[config.mk]
export PLATFORM = sky130hd
export DESIGN_NAME = if_fetch_flat
export DESIGN_NICKNAME = d
export VERILOG_FILES = /design/src/rtl/if_fetch_pkg.sv /design/src/rtl/if_fetch_if.sv /design/src/rtl/if_fetch_fifo.sv /design/src/rtl/if_fetch.sv /design/src/flat_wrapper.sv
export SDC_FILE = /design/constraint.sdc
export NUM_CORES = 1
export LEC_CHECK = 0
export ABC_AREA = 1
export CORE_MARGIN = 5
export CORE_UTILIZATION = 35
export CTS_CLUSTER_SIZE = 25
export DETAILED_ROUTE_END_ITERATION = 7
export HOLD_SLACK_MARGIN = 0.03
export PLACE_DENSITY = 0.61
export SYNTH_ARGS = -nofsm -noshare
export SYNTH_HDL_FRONTEND = slang
export SYNTH_SLANG_ARGS = --single-unit
[constraint.sdc]
create_clock -name clk -period 14.21 [get_ports clk]
set_input_delay 2.1315 -clock clk [delete_from_list [all_inputs] [get_ports clk]]
set_output_delay 2.1315 -clock clk [all_outputs]
set_load 0.05 [all_outputs]
[src/rtl/if_fetch_pkg.sv]
// Shared constants and payload types for the instruction-fetch stage.
package if_fetch_pkg;

  localparam int unsigned XLEN = 32;

  localparam logic [XLEN-1:0] NOP_INST         = 32'h0000_0000;
  localparam logic [XLEN-1:0] ZERO_WORD        = 32'h0000_0000;
  localparam logic [XLEN-1:0] DEFAULT_RESET_PC = 32'h0000_0000;

  // One prefetch entry: an instruction word and the PC it was fetched from
  typedef struct packed {
    logic [XLEN-1:0] pc;
    logic [XLEN-1:0] inst;
  } fetch_entry_t;

  localparam int unsigned FETCH_ENTRY_W = $bits(fetch_entry_t);

endpackage

[src/rtl/if_fetch_if.sv]
// Fetch-stage bus: instruction-memory request/response plus decode-side control and IF/ID outputs.
interface if_fetch_if;
  import if_fetch_pkg::*;

  logic            stall_i;
  logic            flush_i;
  logic [XLEN-1:0] flush_pc_i;
  logic            imem_req_o;
  logic [XLEN-1:0] imem_addr_o;
  logic            imem_gnt_i;
  logic            imem_rvalid_i;
  logic [XLEN-1:0] imem_rdata_i;
  logic            id_valid_o;
  logic [XLEN-1:0] id_pc_o;
  logic [XLEN-1:0] id_inst_o;

  modport master (
    input  stall_i, flush_i, flush_pc_i, imem_gnt_i, imem_rvalid_i, imem_rdata_i,
    output imem_req_o, imem_addr_o, id_valid_o, id_pc_o, id_inst_o
  );

  modport slave (
    output stall_i, flush_i, flush_pc_i, imem_gnt_i, imem_rvalid_i, imem_rdata_i,
    input  imem_req_o, imem_addr_o, id_valid_o, id_pc_o, id_inst_o
  );

endinterface

[src/rtl/if_fetch_fifo.sv]
// Synchronous prefetch FIFO; clear wins over push/pop, push at full is accepted only with a pop.
module if_fetch_fifo #(
  parameter int unsigned WIDTH = 64,
  parameter int unsigned DEPTH = 4
) (
  input  logic                         clk,
  input  logic                         rst,
  input  logic                         push,
  input  logic [WIDTH-1:0]             wdata,
  input  logic                         pop,
  input  logic                         clear,
  output logic [WIDTH-1:0]             rdata,
  output logic [$clog2(DEPTH+1)-1:0]   count,
  output logic                         full,
  output logic                         empty
);

  localparam int unsigned AW    = (DEPTH > 1) ? $clog2(DEPTH) : 1;
  localparam int unsigned CNT_W = $clog2(DEPTH+1);

  logic [WIDTH-1:0] mem [DEPTH];
  logic [AW-1:0]    wr_ptr;
  logic [AW-1:0]    rd_ptr;
  logic             do_push;
  logic             do_pop;

  assign full    = (count == CNT_W'(DEPTH));
  assign empty   = (count == '0);
  assign do_pop  = pop && !empty;
  assign do_push = push && (!full || do_pop);
  assign rdata   = mem[rd_ptr];

  // Pointers wrap naturally because DEPTH is a power of two
  always_ff @(posedge clk) begin
    if (rst || clear) begin
      wr_ptr <= '0;
      rd_ptr <= '0;
      count  <= '0;
    end else begin
      if (do_push) wr_ptr <= wr_ptr + AW'(1);
      if (do_pop)  rd_ptr <= rd_ptr + AW'(1);
      count <= count + CNT_W'(do_push) - CNT_W'(do_pop);
    end
  end

  always_ff @(posedge clk) begin
    if (do_push && !clear && !rst) mem[wr_ptr] <= wdata;
  end

endmodule

[src/rtl/if_fetch.sv]
// Instruction-fetch stage: PC generation, pipelined imem reads, prefetch buffering and the IF/ID latch.
module if_fetch
  import if_fetch_pkg::*;
#(
  parameter logic [XLEN-1:0] RESET_PC        = DEFAULT_RESET_PC,
  parameter int unsigned     FIFO_DEPTH      = 4,
  parameter int unsigned     MAX_OUTSTANDING = 2
) (
  input logic         clk,
  input logic         rst,
  if_fetch_if.master  bus
);

  localparam int unsigned CNT_W = $clog2(FIFO_DEPTH+1);
  localparam int unsigned SUM_W = CNT_W + 1;

  logic [XLEN-1:0]  fetch_pc;
  logic [XLEN-1:0]  resp_pc;
  logic [XLEN-1:0]  redirect_pc;
  logic [CNT_W-1:0] outstanding;
  logic [CNT_W-1:0] discard;
  logic [CNT_W-1:0] fifo_count;
  logic             fifo_full;
  logic             fifo_empty;
  fetch_entry_t     fifo_head;
  fetch_entry_t     fifo_wdata;
  logic             req_c;
  logic             issue;
  logic             push;
  logic             pop;
  logic             id_valid;
  logic [XLEN-1:0]  id_pc;
  logic [XLEN-1:0]  id_inst;

  assign redirect_pc = bus.flush_pc_i & ~32'h0000_0003;

  // Every request reserves a FIFO slot so a response can never find the FIFO full
  assign req_c = !rst && !bus.flush_i
              && (outstanding < CNT_W'(MAX_OUTSTANDING))
              && ((SUM_W'(fifo_count) + SUM_W'(outstanding)) < SUM_W'(FIFO_DEPTH));
  assign issue = req_c && bus.imem_gnt_i;
  assign push  = bus.imem_rvalid_i && (discard == '0) && !bus.flush_i && (!fifo_full || pop);
  assign pop   = !bus.flush_i && !bus.stall_i && !fifo_empty;

  assign fifo_wdata = '{pc: resp_pc, inst: bus.imem_rdata_i};

  assign bus.imem_req_o  = req_c;
  assign bus.imem_addr_o = fetch_pc;
  assign bus.id_valid_o  = id_valid;
  assign bus.id_pc_o     = id_pc;
  assign bus.id_inst_o   = id_inst;

  if_fetch_fifo #(
    .WIDTH (FETCH_ENTRY_W),
    .DEPTH (FIFO_DEPTH)
  ) u_fifo (
    .clk   (clk),
    .rst   (rst),
    .push  (push),
    .wdata (fifo_wdata),
    .pop   (pop),
    .clear (bus.flush_i),
    .rdata (fifo_head),
    .count (fifo_count),
    .full  (fifo_full),
    .empty (fifo_empty)
  );

  // Request/response bookkeeping; a redirect turns every still-pending read into a discard
  always_ff @(posedge clk) begin
    if (rst) begin
      fetch_pc    <= RESET_PC;
      resp_pc     <= RESET_PC;
      outstanding <= '0;
      discard     <= '0;
    end else begin
      outstanding <= outstanding + CNT_W'(issue) - CNT_W'(bus.imem_rvalid_i);
      if (bus.flush_i) begin
        fetch_pc <= redirect_pc;
        resp_pc  <= redirect_pc;
        discard  <= outstanding - CNT_W'(bus.imem_rvalid_i);
      end else begin
        if (issue) fetch_pc <= fetch_pc + 32'd4;
        if (bus.imem_rvalid_i) begin
          if (discard != '0) discard <= discard - CNT_W'(1);
          else               resp_pc <= resp_pc + 32'd4;
        end
      end
    end
  end

  // IF/ID latch: flush > stall > advance
  always_ff @(posedge clk) begin
    if (rst || bus.flush_i) begin
      id_valid <= 1'b0;
      id_pc    <= ZERO_WORD;
      id_inst  <= NOP_INST;
    end else if (!bus.stall_i) begin
      if (pop) begin
        id_valid <= 1'b1;
        id_pc    <= fifo_head.pc;
        id_inst  <= fifo_head.inst;
      end else begin
        id_valid <= 1'b0;
        id_pc    <= ZERO_WORD;
        id_inst  <= NOP_INST;
      end
    end
  end

endmodule

[src/flat_wrapper.sv]
// flat-port wrapper written by rule: the top's interface ports become plain ports
module if_fetch_flat import if_fetch_pkg::*;
#(
  parameter logic [XLEN-1:0] RESET_PC        = DEFAULT_RESET_PC,
  parameter int unsigned     FIFO_DEPTH      = 4,
  parameter int unsigned     MAX_OUTSTANDING = 2
)
  (clk, rst, bus_stall_i, bus_flush_i, bus_flush_pc_i, bus_imem_gnt_i, bus_imem_rvalid_i, bus_imem_rdata_i, bus_imem_req_o, bus_imem_addr_o, bus_id_valid_o, bus_id_pc_o, bus_id_inst_o);
  if_fetch_if bus_i ();
  input logic clk;
  input logic rst;
  input wire logic [$bits(bus_i.stall_i)-1:0] bus_stall_i;
  input wire logic [$bits(bus_i.flush_i)-1:0] bus_flush_i;
  input wire logic [$bits(bus_i.flush_pc_i)-1:0] bus_flush_pc_i;
  input wire logic [$bits(bus_i.imem_gnt_i)-1:0] bus_imem_gnt_i;
  input wire logic [$bits(bus_i.imem_rvalid_i)-1:0] bus_imem_rvalid_i;
  input wire logic [$bits(bus_i.imem_rdata_i)-1:0] bus_imem_rdata_i;
  output wire logic [$bits(bus_i.imem_req_o)-1:0] bus_imem_req_o;
  output wire logic [$bits(bus_i.imem_addr_o)-1:0] bus_imem_addr_o;
  output wire logic [$bits(bus_i.id_valid_o)-1:0] bus_id_valid_o;
  output wire logic [$bits(bus_i.id_pc_o)-1:0] bus_id_pc_o;
  output wire logic [$bits(bus_i.id_inst_o)-1:0] bus_id_inst_o;
  assign bus_i.stall_i = bus_stall_i;
  assign bus_i.flush_i = bus_flush_i;
  assign bus_i.flush_pc_i = bus_flush_pc_i;
  assign bus_i.imem_gnt_i = bus_imem_gnt_i;
  assign bus_i.imem_rvalid_i = bus_imem_rvalid_i;
  assign bus_i.imem_rdata_i = bus_imem_rdata_i;
  assign bus_imem_req_o = bus_i.imem_req_o;
  assign bus_imem_addr_o = bus_i.imem_addr_o;
  assign bus_id_valid_o = bus_i.id_valid_o;
  assign bus_id_pc_o = bus_i.id_pc_o;
  assign bus_id_inst_o = bus_i.id_inst_o;
  if_fetch #(.RESET_PC(RESET_PC), .FIFO_DEPTH(FIFO_DEPTH), .MAX_OUTSTANDING(MAX_OUTSTANDING)) u_core (.clk(clk), .rst(rst), .bus(bus_i));
endmodule
==> flow_summary.json <==
{
  "status": "finished clean",
  "period_share_pct": 45.3,
  "clock_tree.htree_level_count": 2,
  "viasPerCell": 4.99,
  "slew_viol_final": 0,
  "syn_area_mm2": 0.0164,
  "io_pins": 168,
  "hold_viol": 0,
  "post_cts_resized": 0,
  "synthCells": 1708,
  "num_vias": 12382,
  "postCtsSetupBuffers": 0,
  "dp_hpwl_um": 25700,
  "yosys-top-cells-area": "edfxtp_1, dfxtp_1, nand2_1",
  "die_area_mm2": 0.0512,
  "area_growth_pct": 20.6,
  "cts-root-buf": "clkbuf_16",
  "max_freq_ghz": 0.155,
  "crit_required_ns": 12.08,
  "power.density_mw_per_mm2": 124,
  "p_sw_mw": 0.578,
  "cts_tree": "built",
  "grt_pass1_wl_um": 64700,
  "numCtsBuffers": 41,
  "diodes": 0,
  "start_util_pct": 35.3,
  "finalWeightedCongestion": 0.905,
  "clk_path_buf_depth": 3,
  "synth-edff-count": 248,
  "placementRows": 79,
  "fillCellCount": 4479,
  "synth.yosys.seq_area_share_pct": 62.4,
  "finalCriticalPeriod_ns": 6.44,
  "avgSynthCellArea_um2": 9.58,
  "setup_tns_ns": 0,
  "ant_nets": 0,
  "worst_pin_slew_ns": 0.912,
  "remaining_drc_errors": 0,
  "worst_setup_path_start_kind": "primary input",
  "power_leakage_nw": 6.75,
  "drtIter0Drc": 1029,
  "drive_gt1_share_pct": 5.24,
  "cts_hold_buf": 0,
  "die_y_um": 226,
  "p_sw_share_pct": 23.7,
  "wl_per_cell_um": 16.9,
  "dr.pass1.iters": 5,
  "internal_power_mw": 1.86,
  "crit_fanout": 39,
  "antenna_found_initial": 0,
  "cts.clk_slew.worst_paths_ns": 0.05,
  "grt_overflow": 0,
  "critPathKind": "in2out",
  "nNetsFinal": 1931,
  "grt_pass1_vias": 11790,
  "synth_cell_types": 39,
  "async_reset_ff_share_pct": 0,
  "yosysTopAreaCell": "edfxtp_1",
  "p_clk_share_pct": 41.3,
  "clock_latency_ns": 0.55,
  "pwr-share-seq_pct": 51.2,
  "multi_input_area_mm2": 0.00532,
  "rsz0062_at_grt": "false",
  "cap_violations": 0,
  "comb_power_share_pct": 7.5,
  "ys_warn_count": 0,
  "grt_use_total_pct": 16.0,
  "fp.coreArea_mm2": 0.0464,
  "ys_ff_latch": 386,
  "setup_viol": 0,
  "ff_latch_area_mm2": 0.0102,
  "slew_headroom_pct": 39.2,
  "crit_arrival_ns": 4.31,
  "p_total_mw": 2.44,
  "grt_max_degree": 71,
  "yosysTopAreaCellShare_pct": 45.5,
  "yosys_most_used_dff": "edfxtp_1",
  "clock_sinks": 386,
  "peakVddDrop_v": 0.0000823,
  "numPortBuffers": 161,
  "fp.dieW_um": 226,
  "wl_um": 41900,
  "endpoint_kind": "primary output",
  "synth.most_common_cell": "nand2_1",
  "fin_skew_ns": 0.0161,
  "hp-class": "reg2reg",
  "synth_common_cells": "nand2_1, nor2_1, edfxtp_1"
}
==> critical path, stage by stage <==
cell and delay [ns]:
clkdlybuf4s50_1 0.40, buf_4 0.27, nor2_4 0.39, nand3_1 0.12, nor2_1 0.16, clkdlybuf4s50_1 0.83
==> state kept, by name, indices dropped and copies added (netlist names), named ones only <==
signal and count:
u_core.u_fifo.wr_ptr 2, u_core.bus.id_inst_o 32, u_core.u_fifo.count 3, u_core.u_fifo.mem 248, u_core.bus.id_valid_o 1, u_core.discard 3
u_core.outstanding 3, u_core.u_fifo.rd_ptr 2, u_core.resp_pc 30, u_core.bus.imem_addr_o 30, u_core.bus.id_pc_o 30
==> layout make-up <==
class,count,area share (%)
clock inverter,19,0.711
clock buffer,54,5.66
timing repair buffer,173,8.58
tap,607,3.85
sequential,386,51.8
multi-input combinational,1115,27.0
inverter,125,2.40
==> power by group through the flow <==
stage               Sequential (mW)  Combinational (mW)  Clock, mW
floorplan                      1.28              0.0995          0
global placement               1.27               0.182          0
detailed placement             1.27               0.184          0
CTS                            1.25               0.185       1.03
global route                   1.25               0.203       1.08
finish                         1.25               0.183       1.01
==> kinds of logic (layout without fill, tap and decap cells) <==
family                   count (synthesis)  in the layout  share of synthesized area [%]
AND/OR/NAND/NOR                        767            767                           18.8
flip-flops                             386            386                           62.4
AO/OA/AOI/OAI                          309            309                           11.1
buffers and inverters                  210            371                           5.30
adder cells (fa/ha/maj)                 19             19                           1.55
XOR/XNOR                                16             16                          0.857
other                                    1              4                         0.0229
==> cell usage in the layout, fill, tap and decap left out, drive strengths merged, types with 4 or more instances in the layout <==
cell type | Yosys | routed
nand3b | 9 | 9
nand3 | 73 | 73
ha | 17 | 17
xor2 | 10 | 10
dfxtp | 138 | 138
clkdlybuf4s50 | 0 | 159
inv | 125 | 128
clkinv | 0 | 12
edfxtp | 248 | 248
nand2 | 373 | 373
o21ai | 108 | 108
buf | 38 | 14
xnor2 | 6 | 6
a21oi | 122 | 122
conb | 1 | 4
clkbuf | 47 | 54
o32ai | 62 | 62
a31oi | 8 | 8
nor2 | 303 | 303
==> routing by layer <==
| layer | vias to the layer above | track usage, % | part of all wire (%) |
|---|---|---|---|
| met1 | 5909 | 22.0 | 45 |
| met5 | - | 0 | 0 |
| met4 | 0 | 4.95 | 2.3 |
| met3 | 66 | 2.70 | 5.9 |
| met2 | 344 | 26.0 | 47 |
| li1 | 6063 | - | - |
==> path summary, 6_finish.rpt <==
| path | startpoint | to | slack [ns] | depth (start not counted) |
|---|---|---|---|---|
| max reg2reg | u_core.discard[0] | u_core.u_fifo.mem[1][56] | 10.32 | 9 |
| min | u_core.bus.id_pc_o[24] | u_core.bus.id_pc_o[24] | 0.46 | 2 |
| min reg2reg | u_core.bus.id_pc_o[24] | u_core.bus.id_pc_o[24] | 0.46 | 2 |
| max | bus_flush_i | bus_imem_req_o | 7.77 | 6 |
==> metrics by stage <==
stage          hold WS [ns]  setup slack [ns]  area (um2)  util, %  cells
2_1_floorplan         0.482              8.23       16400        -   1711
4_1_cts               0.465              7.68       19700     42.5   2479
3_3_place_gp          0.452              7.69       18500     39.8   2406
3_5_place_dp          0.455              7.68       18500     39.8   2406
5_1_grt               0.483              7.60       19700     42.5   2479
6_report              0.462              7.77       19700     42.5   2479
Power figures use the tool's default switching activity.
